<file path="config.mk">
export PLATFORM = sky130hd
export DESIGN_NAME = reg_file_sb
export DESIGN_NICKNAME = d
export VERILOG_FILES = /design/src/rtl/reg_file_sb.sv
export SDC_FILE = /design/constraint.sdc
export NUM_CORES = 2
export LEC_CHECK = 0
export CAP_MARGIN = 20
export CELL_PAD_IN_SITES_DETAIL_PLACEMENT = 0
export CELL_PAD_IN_SITES_GLOBAL_PLACEMENT = 2
export CORE_MARGIN = 8
export CORE_UTILIZATION = 50
export DETAILED_ROUTE_END_ITERATION = 10
export HOLD_SLACK_MARGIN = 0.1
export MAX_ROUTING_LAYER = met4
export PLACE_DENSITY = 0.89
export SKIP_CTS_REPAIR_TIMING = 1
export SYNTH_ARGS = -nofsm -noshare
export SYNTH_HDL_FRONTEND = slang
export SYNTH_SLANG_ARGS = --single-unit
</file>
<file path="constraint.sdc">
create_clock -name clk -period 95.8 [get_ports clk]
set_input_delay 14.37 -clock clk [delete_from_list [all_inputs] [get_ports clk]]
set_output_delay 14.37 -clock clk [all_outputs]
set_load 0.01 [all_outputs]
</file>
<file path="src/rtl/reg_file_sb.sv">
// 32x32 register file with two write-first read ports and a per-register
// in-flight write scoreboard (saturating counters, flushable).

module reg_file_sb_cnt #(
  parameter int CNT_W = 2
) (
  input  logic             clk,
  input  logic             rst,
  input  logic             inc,
  input  logic             dec,
  input  logic             clr,
  output logic [CNT_W-1:0] cnt
);
  localparam logic [CNT_W-1:0] MAX = '1;

  // The top only lets inc through at MAX when a dec cancels it, so the
  // MAX / zero guards below are defensive: the counter never wraps.
  always_ff @(posedge clk or posedge rst)
    if (rst)                                cnt <= '0;
    else if (clr)                           cnt <= '0;
    else if (inc && !dec && cnt != MAX)     cnt <= cnt + 1'b1;
    else if (dec && !inc && cnt != '0)      cnt <= cnt - 1'b1;
endmodule

module reg_file_sb_rd #(
  parameter int NREG  = 32,
  parameter int CNT_W = 2,
  parameter int AW    = 5
) (
  input  logic [AW-1:0]                addr,
  input  logic [NREG-1:0][31:0]        regs,
  input  logic [NREG-1:0][CNT_W-1:0]   cnt,
  input  logic                         we,
  input  logic [AW-1:0]                wa,
  input  logic [31:0]                  wd,
  output logic [31:0]                  data,
  output logic                         busy
);
  logic             hit;
  logic [CNT_W-1:0] c;

  // Busy reflects the count after this cycle's writeback, so the last
  // outstanding write clears busy in the same cycle its data is bypassed.
  always_comb begin
    hit  = we && (wa == addr) && (addr != '0);
    c    = cnt[addr];
    data = regs[addr];
    if (addr == '0) data = '0;
    else if (hit)   data = wd;
    busy = (addr != '0) && (c != '0) && !(hit && c == CNT_W'(1));
  end
endmodule

module reg_file_sb #(
  parameter int NREG  = 32,
  parameter int CNT_W = 2
) (
  input  logic        clk,
  input  logic        rst,
  input  logic [4:0]  ra_addr,
  output logic [31:0] ra_data,
  output logic        ra_busy,
  input  logic [4:0]  rb_addr,
  output logic [31:0] rb_data,
  output logic        rb_busy,
  input  logic        we,
  input  logic [4:0]  wa,
  input  logic [31:0] wd,
  input  logic        iss_en,
  input  logic [4:0]  iss_addr,
  output logic        iss_ok,
  input  logic        flush,
  output logic        inflight_any
);
  localparam int AW    = 5;
  localparam int NPORT = 2;
  localparam logic [CNT_W-1:0] MAX = '1;

  logic [NREG-1:0][31:0]       regs;
  logic [NREG-1:0][CNT_W-1:0]  cnt;
  logic [NREG-1:1]             inc;
  logic [NREG-1:1]             dec;
  logic                        dec_hit;

  logic [NPORT-1:0][AW-1:0]    rd_addr;
  logic [NPORT-1:0][31:0]      rd_data;
  logic [NPORT-1:0]            rd_busy;

  // Storage; entry 0 is held at zero and never written.
  always_ff @(posedge clk or posedge rst)
    if (rst)                  regs     <= '0;
    else if (we && wa != '0)  regs[wa] <= wd;

  // A full counter can still accept an issue when a writeback to the same
  // register retires one slot in the same cycle.
  always_comb begin
    dec_hit = we && (wa == iss_addr);
    iss_ok  = iss_en && ((iss_addr == '0) || (cnt[iss_addr] != MAX) || dec_hit);
    inc     = '0;
    dec     = '0;
    for (int r = 1; r < NREG; r++) begin
      inc[r] = iss_ok && (iss_addr == AW'(r));
      dec[r] = we && (wa == AW'(r)) && (cnt[r] != '0);
    end
  end

  assign cnt[0] = '0;

  for (genvar r = 1; r < NREG; r++) begin : g_cnt
    reg_file_sb_cnt #(.CNT_W(CNT_W)) u_cnt (
      .clk (clk),
      .rst (rst),
      .inc (inc[r]),
      .dec (dec[r]),
      .clr (flush),
      .cnt (cnt[r])
    );
  end

  assign rd_addr = {rb_addr, ra_addr};

  for (genvar p = 0; p < NPORT; p++) begin : g_rd
    reg_file_sb_rd #(.NREG(NREG), .CNT_W(CNT_W), .AW(AW)) u_rd (
      .addr (rd_addr[p]),
      .regs (regs),
      .cnt  (cnt),
      .we   (we),
      .wa   (wa),
      .wd   (wd),
      .data (rd_data[p]),
      .busy (rd_busy[p])
    );
  end

  assign ra_data      = rd_data[0];
  assign ra_busy      = rd_busy[0];
  assign rb_data      = rd_data[1];
  assign rb_busy      = rd_busy[1];
  assign inflight_any = |cnt;
endmodule

</file>
**Yosys cells after proc, flatten, opt, wreduce, memory -nomap -nowiden**

Cells that the tools add are included.

- Add/sub/neg operators: 62
- Order comparisons: 5
- Equal/unequal tests: 99
- Mux-type cells: 110
- Reduce and logical (&&, ||, !) cells: 368

Operator list:

| operator | count |
|---|---|
| bitwise mux 1024 bit | 1 |
| binary-select mux 32 bit (select 5 bit) | 2 |
| logical AND 1 bit | 231 |
| 2-to-1 mux 32 bit | 7 |
| 2-to-1 mux 2 bit | 96 |
| demux 32 bit (select 5 bit) | 1 |
| == test 5 bit (second input constant) | 32 |
| nonzero test 3 bit | 31 |
| == test 5 x 4 -> 1 bit (second input constant) | 16 |
| nonzero test 2 bit | 33 |
| zero test 1 bit | 64 |
| != test 2 bit (second input constant) | 32 |
| adder 2 x 1 -> 2 bit (second input constant) | 31 |
| OR reduction 62 bit | 1 |
| subtractor 2 x 1 -> 2 bit (second input constant) | 31 |
| == test 5 x 3 -> 1 bit (second input constant) | 8 |
| binary-select mux 2 bit (select 5 bit) | 3 |
| less-than comparator 5 x 6 -> 1 bit (second input constant) | 4 |
| == test 5 x 2 -> 1 bit (second input constant) | 4 |
| == test 5 bit | 3 |
| zero test 5 bit | 3 |
| nonzero test 5 bit | 3 |
| == test 5 x 1 -> 1 bit (second input constant) | 2 |
| >= comparator 5 x 1 -> 1 bit (second input constant) | 1 |
| 2 further kinds | 4 |

- Flip-flop bits (word level): 1086
- Input port bits: 57
- Output and inout bits: 68

**Logic depth before layout (Yosys ltp)**

- Word-level depth: 13
- Gate-level depth with buffers: 9

**Modules after synthesis**

From an unflattened synthesis, not the netlist that was laid out.

- Cell total of the unflattened synthesis: 4443
- Area total of the unflattened synthesis: 61252.5 µm²

Modules (own cells, without submodules):

| module | times used | cells an instance | area each (µm²) | sequential area each (µm²) |
|---|---|---|---|---|
| reg_file_sb | 1 | 2497 | 39105.0 | 25624.6 |
| reg_file_sb_rd | 2 | 756 | 9153.8 | 0.0 |
| reg_file_sb_cnt | 31 | 14 | 123.9 | 50.0 |

**Worst setup path after synthesis**

Ideal clock, no wire load.

- Path type: input to output
- Start: input rb_addr[1]
- End: output rb_busy
- Arrival time: 16.222 ns
- Setup slack: 65.208 ns
- Stages: 8
- Cell sequence: buf_2 buf_2 clkbuf_1 buf_2 mux4_2 mux4_2 mux2i_1 o21ai_1

- Word-level cells in the longest chain between the ends: 6

RTL lines:

| item | RTL line | RTL |
|---|---|---|
| start: declaration | 63 | `input logic [4:0] rb_addr,` |
| binary-select mux 2 bit (select 5 bit) or == test 5 bit (tied branches) | 46, 45 |  |
| 2-to-1 mux 2 bit (implied by the code) or logical AND 1 bit (tied branches) | 46, 45 |  |
| == test 2 x 1 -> 1 bit or logical AND 1 bit (tied branches) | 50, 45 |  |
| logical AND 1 bit | 50 | `busy = (addr != '0) && (c != '0) && !(hit && c == CNT_W'(1));` |
| zero test 1 bit | 50 |  |
| logical AND 1 bit (*) | 50 |  |
| end: declaration | 65 | `output logic rb_busy,` |

Every way passes the cells marked *; elsewhere a longest branch is shown, timed or not. The select of a mux whose other input is x is not followed.

**Worst setup path after layout**

- Start: input rb_addr[0]
- End: output rb_data[26]

- Word-level cells in the longest chain between the ends: 5

RTL lines:

| item | RTL line | RTL |
|---|---|---|
| parallel branches: the longest is 4 deep, another holds binary-select mux 32 bit (select 5 bit) | n/a |  |
| 2-to-1 mux 32 bit (*) | 48 | `if (addr == '0) data = '0;` |
| end: declaration | 64 | `output logic [31:0] rb_data,` |

Mark *: on every way between the ends. The select of a mux whose other input is x is not followed.

==> reports/qor.yml <==
status: "finished clean"
async_flop_share_pct: 100.0
io_buffers: 124
p_leak_uw: 0.02838
yosysWarnings: 0
worstMarginPinSlew_ns: 1.189
path_buf_inv: 5
grt_max_degree: 167
peakVddDrop_mv: 0.01502
viasPerCell: 6.655
detail_route.wl_per_cell_um: 31.27
finalCriticalPeriod_ns: 33.59
clk_latency_ns: 0.72
grt_pass1_wl_um: 274000
overflow: 0
grt_use_total_pct: 28.75
p_sw_share_pct: 27.07
grt_pass1_vias: 39740
p_int_uw: 971.2
critPathMaxFanout: 44
p_switching_uw: 360.4
arrival_ns: 19.22
ys_seq_area_share_pct: 45.38
rsz0062_at_grt: "no"
cpMaxStageDelayCell: "buf_4"
synth_area_mm2: 0.05989
die_h_um: 362.1
cts-root-buf: "clkbuf_16"
path_cells: "buf_8 > buf_4 > buf_4 > buf_4 > mux4_2 > mux2i_1 > o22ai_1 > nor3_1 > nor3_1 > clkdlybuf4s50_1"
synthSimpleGateAreaFrac_pct: 5.564
clkTransAtPathRegs_ns: 0.06
chipWidth_um: 362.1
total_power_uw: 1332
synthXorXnorAreaFrac_pct: 0.5557
htreeDepth: 3
die_area_mm2: 0.1311
fin_util_pct: 55.44
cts_made_buffers: 118
place_hpwl_um: 97510
synth_compound_area_share_pct: 3.454
synth_cell_types: 68
p_comb_share_pct: 21.2
grt_antenna_before_repair: 0
synth_nets: 4305
fp.coreArea_mm2: 0.1193
fin_setup_tns_ns: 0
critPathCaptureType: "primary output"
synth_enable_flop_cells: 0
ant_nets: 0
drtIter0Drc: 4194
post-route-period-util_pct: 35.06
gp_congestion: 0.8421
required_ns: 81.43
max_stage_delay_ns: 0.81
synthMuxAreaShare_pct: 41.07
crit_path_frequent_cell: "buf_4"
finalSetupViolations: 0
hold_ws_ns: 0.3941
drt-total-wl_um: 182800
clock_sinks: 1086
finClkSkew_ns: 0.007837
p_clk_share_pct: 33.9
cts_tree: "done"
drive_gt1_share_pct: 44.05
syn_inst: 4248
worst_slew_margin_rel_pct: 20.74
num_rows: 127
hold_viol: 0
path_class: "input port to primary output"
p_per_area_mw_per_mm2: 20.13
crit_family: "buffers and inverters"
avgSynthCellArea_um2: 14.10
clk_path_buf_depth: 3
postPlaceCellArea_mm2: 0.06213
nNetsFinal: 4202
fillCellCount: 9495
hp-class: "register to register"
ys_ff_latch: 1086
vias: 38910
seqPwrFrac_pct: 44.9
synth_ff_type: "dfrtp_1"
io_pins: 125
synthAdderAreaFrac_pct: 0
drtPass1Iterations: 6
synth_top_family_by_area: "multiplexers"
syn_to_final_growth_pct: 10.48
fin_area_mm2: 0.06616
start_util_pct: 50.18
worstSetupStartpointType: "input port"
slew_viol_final: 0
drc: 0
max_cap_viol_count: 0
fmax_mhz: 29.77
-- path summary, 6_finish.rpt --
path | from | end | slack [ns] | depth (start not counted)
worst max-delay path | rb_addr[0] | rb_data[26] | 62.21 | 10
worst min-delay path | regs[15] | regs[15] | 0.39 | 0
worst max register to register | g_cnt[31].u_cnt.cnt[0] | g_cnt[31].u_cnt.cnt[0] | 93.63 | 6
worst min register to register | regs[15] | regs[15] | 0.39 | 0
max in group asynchronous | rst | regs[502] | 77.69 | 6
min in group asynchronous | rst | regs[39] | 14.20 | 2
-- logic make-up (layout without fill, tap and decap cells) --
group	Yosys count	after routing
XOR/XNOR	38	38
other	0	1
AND/OR/NAND/NOR	765	765
AO/OA/AOI/OAI	313	313
flip-flops	1086	1086
multiplexers	1518	1518
buffers and inverters	528	514
-- cell usage in the layout, fill, tap and decap left out, types with 16 or more instances in the layout --
cell             netlist  layout
nand3_1               37      37
clkbuf_16              0     125
mux2_2               835     835
a22oi_1               61      61
o22ai_1               69      69
nand2_1              547     520
inv_1                 75      73
nor4_1                20      20
nor2_1                54      44
clkbuf_1             274      25
o21bai_1              16      16
and2_1                20      20
a21oi_1               38      38
dfrtp_1             1086    1086
mux4_2               668     668
xnor2_1               30      30
clkinv_2               0      25
o21ai_0               60      60
clkdlybuf4s50_1        0     116
clkbuf_8               0      25
buf_4                  8      93
a211oi_1              22      22
-- registers in the layout (all words and copies together) (netlist names) --
name	count
g_cnt.u_cnt.cnt	62
regs	1024
-- area by class of cell --
class	instances	area (um2)	area share [%]
antenna	1	2.502	0.003782
timing repair buffer	230	2311	3.493
tap	1612	2017	3.049
sequential	1086	27180	41.08
inverter	75	294.0	0.4444
clock buffer	172	3491	5.276
clock inverter	37	296.5	0.4482
multi-input combinational	2634	30570	46.21
-- power groups by stage --
stage,Sequential [uW],Combinational (uW),Clock [uW]
2_1_floorplan,587,217,0
3_3_place_gp,598,276,0
3_5_place_dp,604,282,0
4_1_cts,596,283,458
5_1_grt,609,303,477
6_report,598,283,451
-- stage by stage --
| step | setup slack, ns | cells |
|---|---|---|
| after global placement | 62.04 | 5626 |
| final | 62.21 | 5847 |
| after CTS | 62.08 | 5837 |
| after detailed placement | 62.09 | 5628 |
| after floorplan | 50.86 | 4248 |
| after global routing | 61.83 | 5846 |
-- synthesized netlist by cell type, drive strengths merged (5+ instances only) --
master	count	area, um2
buf	179	1071
mux4	668	15040
o22ai	70	451.7
o21bai	16	120.1
o2111ai	7	61.31
a21o	5	37.54
nand2b	9	56.30
nor3	13	70.07
inv	75	281.5
mux2i	15	150.1
dfrtp	1086	27180
o21ai	63	315.3
and2	21	131.4
nor2b	9	56.30
or2	6	37.53
a211oi	23	177.7
nor4	22	158.9
xor2	8	70.07
xnor2	30	262.8
nand3b	11	82.58
mux2	835	9403
nand3	37	185.2
clkbuf	274	1028
a21oi	38	190.2
nand4	13	81.33
nand2	548	2059
a31o	5	43.80
a22oi	61	457.9
nor2	55	214.0
nor3b	9	82.58
-- worst reg2reg max path, delay by kind of cell, from the launching register on --
family                    cells  cell delay, ns
AOI/OAI and AO/OA             2            0.59
muxes                         1            0.60
and+or+nand+nor               2            0.16
DFF                           1            0.48
xor gates and xnor gates      1            0.18
-- metal layers --
layer  share of wire [%]  track usage, %  wire (um)
met5                   0               -          0
met4                 4.1           10.41       7586
met3                 8.4           5.808      15400
met2                  47           44.21      86400
met1                  40           38.28      73450
Note: power is estimated with default switching activity, not from simulation.
